$ cat src/rtl/axil_slave_adapter.sv
// AXI4-lite slave that serialises reads and writes onto a single-outstanding
// mem_val/mem_accept port, with round-robin read/write arbitration and optional timeout.
module axil_slave_adapter #(
  parameter int ADDR_W  = 32,
  parameter int TIMEOUT = 0
) (
  input  logic              clk,
  input  logic              rst_n,
  input  logic              axi_awvalid,
  output logic              axi_awready,
  input  logic [ADDR_W-1:0] axi_awaddr,
  input  logic              axi_wvalid,
  output logic              axi_wready,
  input  logic [31:0]       axi_wdata,
  input  logic [3:0]        axi_wstrb,
  output logic              axi_bvalid,
  input  logic              axi_bready,
  output logic [1:0]        axi_bresp,
  input  logic              axi_arvalid,
  output logic              axi_arready,
  input  logic [ADDR_W-1:0] axi_araddr,
  output logic              axi_rvalid,
  input  logic              axi_rready,
  output logic [31:0]       axi_rdata,
  output logic [1:0]        axi_rresp,
  output logic              mem_val,
  input  logic              mem_accept,
  output logic [ADDR_W-1:0] mem_addr,
  output logic [31:0]       mem_wdata,
  output logic [3:0]        mem_wen,
  output logic              mem_ren,
  input  logic [31:0]       mem_rdata,
  input  logic              mem_error
);

  localparam logic [1:0] RESP_OKAY   = 2'b00;
  localparam logic [1:0] RESP_SLVERR = 2'b10;
  localparam int CNT_W = (TIMEOUT > 1) ? $clog2(TIMEOUT) : 1;
  localparam logic [CNT_W-1:0] CNT_LAST = CNT_W'((TIMEOUT > 0) ? TIMEOUT - 1 : 0);

  typedef enum logic [2:0] {IDLE, WR_MEM, RD_MEM, WR_RESP, RD_RESP} state_e;

  state_e             state_q, state_d;
  logic               aw_full_q, w_full_q, ar_full_q;
  logic [ADDR_W-1:0]  aw_addr_q, ar_addr_q;
  logic [31:0]        w_data_q;
  logic [3:0]         w_strb_q;
  logic               prefer_wr_q;
  logic [1:0]         resp_q;
  logic [31:0]        rdata_q;
  logic [CNT_W-1:0]   cnt_q, cnt_cur;

  logic grant_wr, grant_rd, mem_act, mem_rd, mem_done, timeout_hit;
  logic aw_hs, w_hs, ar_hs, b_hs, r_hs;

  assign axi_awready = !aw_full_q;
  assign axi_wready  = !w_full_q;
  assign axi_arready = !ar_full_q;
  assign aw_hs = axi_awvalid && axi_awready;
  assign w_hs  = axi_wvalid && axi_wready;
  assign ar_hs = axi_arvalid && axi_arready;
  assign b_hs  = (state_q == WR_RESP) && axi_bready;
  assign r_hs  = (state_q == RD_RESP) && axi_rready;

  // The grant cycle itself already drives the request, so its cycle count is zero.
  assign cnt_cur     = (state_q == IDLE) ? '0 : cnt_q;
  assign timeout_hit = (TIMEOUT > 0) && (cnt_cur == CNT_LAST);

  always_comb begin
    // NOTE: every signal driven here gets a default first, so no latch can be inferred.
    state_d  = state_q;
    grant_wr = 1'b0;
    grant_rd = 1'b0;
    mem_act  = 1'b0;
    mem_rd   = 1'b0;
    case (state_q)
      IDLE: begin
        grant_wr = aw_full_q && w_full_q && (!ar_full_q || prefer_wr_q);
        grant_rd = ar_full_q && !grant_wr;
        if (grant_wr) begin
          if (w_strb_q == 4'h0) begin
            state_d = WR_RESP;
          end else begin
            mem_act = 1'b1;
            state_d = WR_MEM;
          end
        end else if (grant_rd) begin
          mem_act = 1'b1;
          mem_rd  = 1'b1;
          state_d = RD_MEM;
        end
      end
      WR_MEM:  mem_act = 1'b1;
      RD_MEM: begin
        mem_act = 1'b1;
        mem_rd  = 1'b1;
      end
      WR_RESP: if (axi_bready) state_d = IDLE;
      RD_RESP: if (axi_rready) state_d = IDLE;
      default: state_d = IDLE;
    endcase
    mem_done = mem_act && (mem_accept || timeout_hit);
    if (mem_done) state_d = mem_rd ? RD_RESP : WR_RESP;
  end

  assign mem_val    = mem_act;
  assign mem_ren    = mem_act && mem_rd;
  assign mem_wen    = (mem_act && !mem_rd) ? w_strb_q : 4'h0;
  assign mem_addr   = mem_rd ? ar_addr_q : aw_addr_q;
  assign mem_wdata  = w_data_q;
  assign axi_bvalid = (state_q == WR_RESP);
  assign axi_bresp  = axi_bvalid ? resp_q : RESP_OKAY;
  assign axi_rvalid = (state_q == RD_RESP);
  assign axi_rresp  = axi_rvalid ? resp_q : RESP_OKAY;
  assign axi_rdata  = rdata_q;

  always_ff @(posedge clk or negedge rst_n) begin
    if (!rst_n) begin
      state_q     <= IDLE;
      prefer_wr_q <= 1'b1;
      resp_q      <= RESP_OKAY;
      rdata_q     <= '0;
      cnt_q       <= '0;
    end else begin
      // NOTE: sequential state is updated with non-blocking assignments only.
      state_q <= state_d;
      if (grant_wr)      prefer_wr_q <= 1'b0;
      else if (grant_rd) prefer_wr_q <= 1'b1;
      if (mem_act && !mem_done) cnt_q <= cnt_cur + 1'b1;
      else                      cnt_q <= '0;
      if (grant_wr && (w_strb_q == 4'h0)) resp_q <= RESP_OKAY;
      if (mem_done) begin
        // An accept in the timeout cycle takes priority over the timeout.
        resp_q <= (!mem_accept || mem_error) ? RESP_SLVERR : RESP_OKAY;
        if (mem_rd) rdata_q <= mem_accept ? mem_rdata : '0;
      end
    end
  end

  // Holding registers are small flops, not RAM, so they are cleared on reset too.
  always_ff @(posedge clk or negedge rst_n) begin
    if (!rst_n) begin
      aw_full_q <= 1'b0;
      w_full_q  <= 1'b0;
      ar_full_q <= 1'b0;
      aw_addr_q <= '0;
      ar_addr_q <= '0;
      w_data_q  <= '0;
      w_strb_q  <= '0;
    end else begin
      if (aw_hs) begin
        aw_full_q <= 1'b1;
        aw_addr_q <= axi_awaddr;
      end else if (b_hs) begin
        aw_full_q <= 1'b0;
      end
      if (w_hs) begin
        w_full_q <= 1'b1;
        w_data_q <= axi_wdata;
        w_strb_q <= axi_wstrb;
      end else if (b_hs) begin
        w_full_q <= 1'b0;
      end
      if (ar_hs) begin
        ar_full_q <= 1'b1;
        ar_addr_q <= axi_araddr;
      end else if (r_hs) begin
        ar_full_q <= 1'b0;
      end
    end
  end

endmodule
$ cat config.mk
export PLATFORM = sky130hd
export DESIGN_NAME = axil_slave_adapter
export DESIGN_NICKNAME = d
export VERILOG_FILES = /design/src/rtl/axil_slave_adapter.sv
export SDC_FILE = /design/constraint.sdc
export NUM_CORES = 1
export LEC_CHECK = 0
export BUFFER_PORTS_ARGS = -buffer_cell sky130_fd_sc_hd__buf_2
export CAP_MARGIN = 10
export CORE_MARGIN = 2
export CORE_UTILIZATION = 40
export DETAILED_ROUTE_END_ITERATION = 6
export HOLD_SLACK_MARGIN = 0.02
export PLACE_DENSITY = 0.69
export REMOVE_ABC_BUFFERS = 1
export SLEW_MARGIN = 20
export SYNTH_ARGS = -nofsm -noshare
export SYNTH_HDL_FRONTEND = slang
export SYNTH_SLANG_ARGS = --single-unit
$ cat constraint.sdc
create_clock -name clk -period 2.3 [get_ports clk]
set_input_delay 0.23 -clock clk [delete_from_list [all_inputs] [get_ports clk]]
set_output_delay 0.23 -clock clk [all_outputs]
set_load 0.02 [all_outputs]
======== After elaboration in Yosys (flattened, before gate mapping) ========
Index checks and enable logic that the tools add are counted.
storage, ports and cells
  bits in registers ....................... 141
  logic and storage cells ................. 80
operators by class
  multiplexer cells ....................... 31
  equal/unequal tests ..................... 8
  reduce and logical (&&, ||, !) cells .... 30
operator list
  kind                                                                     number
  32-bit two-way mux                                                       2
  3-bit two-way mux                                                        6
  1-bit two-way mux                                                        13
  1-bit logical AND                                                        12
  2-bit two-way mux                                                        6
  3-bit one-hot mux with 4 select lines                                    1
  2-bit nonzero test                                                       5
  3-bit by 2-bit equality test with 1-bit output, second input constant    2
  1-bit logical NOT                                                        6
  3-bit by 1-bit inequality test with 1-bit output, second input constant  2
  4-bit logical NOT                                                        1
  4-bit two-way mux                                                        1
  4-bit by 2-bit inequality test with 1-bit output, second input constant  1
  1-bit one-hot mux with 2 select lines                                    2
  4-bit AND reduction                                                      1
  3-bit by 1-bit equality test with 1-bit output, second input constant    1
  3-bit equality test, second input constant                               1
  3-bit logical NOT                                                        1
  1-bit logical OR                                                         2
  2-bit by 1-bit inequality test with 1-bit output, second input constant  1
  2-bit AND reduction                                                      1
  2-bit OR reduction                                                       1

======== Logic depth before layout (Yosys ltp) ========
  depth in word-level cells ............... 11
  gate-level depth with buffers ........... 5
  gate-level depth less buffers ........... 4

======== Worst setup path before layout ========
Ideal clock, no wire load.
  path kind ............................... register to output
  start ................................... register w_full_q
  end ..................................... output mem_addr[22]
  data arrival time ....................... 1.534 ns
  path slack .............................. 0.536 ns
  data required time ...................... 2.070 ns
  stages on the path, launching flop included .. 6
  path through ............................ dfrtp_1 -> nand3_1 -> a21oi_2 -> nor3_2 -> buf_4 -> mux2_2
between the ends
  longest elaborated chain between the ends .. 8
RTL lines
  element                                  RTL line  RTL
  start, declared                          44        logic aw_full_q, w_full_q, ar_full_q;
  start signal, assigned                   144       w_full_q <= 1'b0;
  start signal, assigned                   158       w_full_q <= 1'b1;
  start signal, assigned                   162       w_full_q <= 1'b0;
  1-bit logical AND * (2 in a row)         78        grant_wr = aw_full_q && w_full_q && (!ar_full_q || prefer_wr_q);
  1-bit logical NOT                        79        grant_rd = ar_full_q && !grant_wr;
  1-bit logical AND                        79
  1-bit two-way mux                        87        end else if (grant_rd) begin
  1-bit two-way mux *                      80        if (grant_wr) begin
  1-bit one-hot mux with 2 select lines *  76        case (state_q)
  32-bit two-way mux *                     109       assign mem_addr = mem_rd ? ar_addr_q : aw_addr_q;
  end, declared                            28        output logic [ADDR_W-1:0] mem_addr,
Mark *: on every way between the ends. The rest lies on a longest branch, timed or not.

======== Final worst setup path ========
  start ................................... register prefer_wr_q
  end ..................................... output mem_addr[3]
between the ends
  longest elaborated chain between the ends .. 8
RTL lines
  element                                  RTL line  RTL
  start, declared                          48        logic prefer_wr_q;
  start signal, assigned                   120       prefer_wr_q <= 1'b1;
  start signal, assigned                   127       if (grant_wr) prefer_wr_q <= 1'b0;
  start signal, assigned                   128       else if (grant_rd) prefer_wr_q <= 1'b1;
  1-bit logical OR *                       78
  1-bit logical AND *                      78
  1-bit logical NOT                        79
  1-bit logical AND                        79
  1-bit two-way mux                        87
  1-bit two-way mux *                      80
  1-bit one-hot mux with 2 select lines *  76
  32-bit two-way mux *                     109
Marks and branches as above.

==> summary.md <==
| Metric | Value |
|---|---|
| Routed len/inst | 15.8 um |
| CTS tree | done |
| Vias | between 4k and 5k |
| Post-DR vias/cell | ~4.8 |
| Placed insts | approximately 800 |
| Post-synth EDFFs | 0 |
| Power Total | approximately 14 mW |
| CTS Root Cell | clkbuf_16 |
| Clk buf depth | 2 |
| CTS Sinks | 140 |
| Drt pass-1 iters | 4 |
| Post-synthesis sequential area ratio | 0.596 |
| Leakage Power | about 3.9 nW |
| Chip height | 125 um |
| Simple-Gate Fraction of Synth Area | 0.0338 |
| Vias in the first global route | approximately 4.4k |
| Primary FF master, synth | dfrtp_1 |
| Yosys reg bits | 140 |
| Layout cells sized above 1 | 0.715 |
| Max incr delay on CP | ~0.54 ns |
| Final setup fails | 0 |
| Grt ovf | 0 |
| Outcome | finished, final reports clean |
| Most frequent cells in the layout | 239 x buf_2, 166 x mux2_2, 136 x dfrtp_1, 17 x clkbuf_16, 14 x buf_4 |
| Cell count of the worst hold path | 2 |
| DP HPWL | 9.44 mm |
| Die width | 125 um |
| Fin crit share | 0.988 |
| Final Hold Vio Count | 0 |
| Worst setup EP type | output port |
| Max cap viols | 0 |
| Asr flop ratio synth | 1.00 |
| Final #Nets | 788 |
| RSZ-0062 raised after global routing | true |
| Worst R2R Path Depth | 6 |
| Antenna Nets Post-Route | 0 |
| CP max FO | 16 |
| Die area | 15,700 sq um |
| Initial DRC count | about 140 |
| Layout Cells excl Fill | roughly 850 |
| Util after Layout | 0.558 |
| Hold slack final | 0.0464 ns |
| Synthesized area per cell | 15.3 sq um |
| PnR worst setup slack | 0.0279 ns |
| Synthesis-to-layout area growth | 37.2% |
| H-Tree Depth | 4 |
| Power Dens Cells | ~1700 nW/um^2 |
| Period minus WS final | between 2 and 2.5 ns |
| Cell Area, Synth | between 5000 and 6000 sq um |
| DRC violation count after routing | 0 |
| Worst Path Buf+Inv | 3 |
| Dpl cell area | around 7300 sq um |
| Slowest cell on crit path | dfstp_2 |
| Post-synthesis mux area share | 0.320 |
| Total track usage | 0.174 |
| Slew Viols, Final | 0 |
| Worst path cell trace | nand3_2 > a21oi_4 > nor3_4 > buf_4 > buf_16 > mux2_2 > buf_2 |
| Slew headroom | 0.475 |
| Initial antenna violation count | 1 |
| Ys Warns | 0 |
| XOR/XNOR Fraction of Synth Area | 0 |
| Kind of critical path | register to output port |
| Routability Congestion | 0.808 |
| I/O Buffers | 249 |
| Clk Latency, worst-skew pair | 0.41 ns |
| Syn Inst Count | between 300 and 400 |
| Startpoint class of the critical path | register |
| Adder-Cell Fraction of Synth Area | 0 |
| Routed WL | 13.4 mm |
| Peak Freq | roughly 440 MHz |
| Commonest non-fill, non-tap cell in the layout | buf_2 |
| Worst Tran Pin Value | roughly 0.79 ns |
| Post-route cell area | slightly above 8000 sq um |
| Reg clk slew, reported paths | around 0.060 ns |
| Largest net degree at the start of global routing | 141 |
| Setup TNS | 0 ns |
| Num rows | 44 |
| Synth Area in Compound Gates | 0.0228 |
| WP depth | 7 |
| Post-Place Setup Slack | about 0.3 ns |
| Initial cell density of the core | 0.406 |
| Min-delay worst type | input port to register |
| # IOs | around 250 |
| Layout Skew | between 0.009 and 0.01 ns |
| Max VDD drop | 867 uV |
| Global-route wire length before repair | approximately 22 mm |
| Largest family of logic cells by synthesized area | multiplexers |
| Cts bufs inserted | 17 |
| Crit path max-delay family | flip-flops |
| FILL cells | 1,180 |
| Unique masters post-synth | 36 |
| Critical path required time | 2.07 ns |
| Core footprint | roughly 14,000 sq um |
| WP data arrival | between 2 and 2.5 ns |
cell usage after synthesis (2+ instances only):
library cell	n	area share
buf_2	13	0.011
a21oi_1	2	0.0017
and3_1	2	0.0021
buf_4	5	0.0064
nor2_1	5	0.0032
nand2_1	4	0.0026
mux2_2	166	0.32
nor2b_1	3	0.0032
and2_1	6	0.0064
nor3_1	2	0.0017
o21ai_0	2	0.0017
a21o_1	4	0.0051
clkbuf_1	2	0.0013
and2b_1	2	0.0026
inv_1	5	0.0032
dfrtp_1	139	0.59
buf_6	3	0.0057
o31ai_1	2	0.0026
worst paths after layout:
check / end / slack [ns] / start
worst max-delay path: mem_addr[3] / 0.03 / prefer_wr_q
worst min-delay path: axi_rdata[24] / 0.05 / mem_rdata[24]
worst max register to register: axi_rdata[15] / 0.40 / w_full_q
worst min register to register: axi_rdata[27] / 0.50 / axi_rdata[27]
max in group asynchronous: mem_wdata[17] / 1.21 / rst_n
min in group asynchronous: mem_wdata[3] / 0.44 / rst_n
repair_timing:
item	4_1_cts	5_1_grt
hold endpoints to repair	140	0
gates resized for setup	8	16
setup buffers	3	4
pin swaps	2	1
setup endpoints to repair	32	36
gates cloned	1	0
hold buffers	2	0
logic make-up (layout without fill, tap and decap cells):
family / Yosys count / count (layout)
buffers and inverters: 28 / 302
AO/OA/AOI/OAI: 18 / 18
multiplexers: 167 / 167
other: 1 / 3
AND/OR/NAND/NOR: 31 / 31
flip-flops: 140 / 140
power breakdown:
group          switching [mW]  total, mW  internal (mW)
Clock                    1.03       2.66           1.63
Combinational            3.38       6.64           3.26
Sequential              0.759       4.51           3.76
sequential cells by signal (all words and copies together) (netlist names):
signal	flops
ar_addr_q	32
ar_full_q	1
aw_addr_q	32
aw_full_q	1
axi_rdata	32
mem_wdata	32
prefer_wr_q	1
resp_q	1
state_q	3
w_full_q	1
w_strb_q	4
per-layer routing:
layer | wire, um | global-route usage
met5 | 0 | 0
met4 | 223 | 0.0673
met3 | 889 | 0.0522
met2 | 6790 | 0.298
met1 | 5470 | 0.206
cell type report:
| type | instances | area (sq um) | share of cell area |
|---|---|---|---|
| sequential | 140 | 3510 | 0.435 |
| multi-input combinational | 218 | 2250 | 0.279 |
| timing repair buffer | 265 | 1480 | 0.183 |
| clock buffer | 20 | 447 | 0.0553 |
| tap | 184 | 230 | 0.0285 |
| clock inverter | 12 | 136 | 0.0169 |
| inverter | 5 | 18.8 | 0.00232 |
| antenna | 1 | 2.50 | 0.000310 |
(Power assumes the default switching activity.)
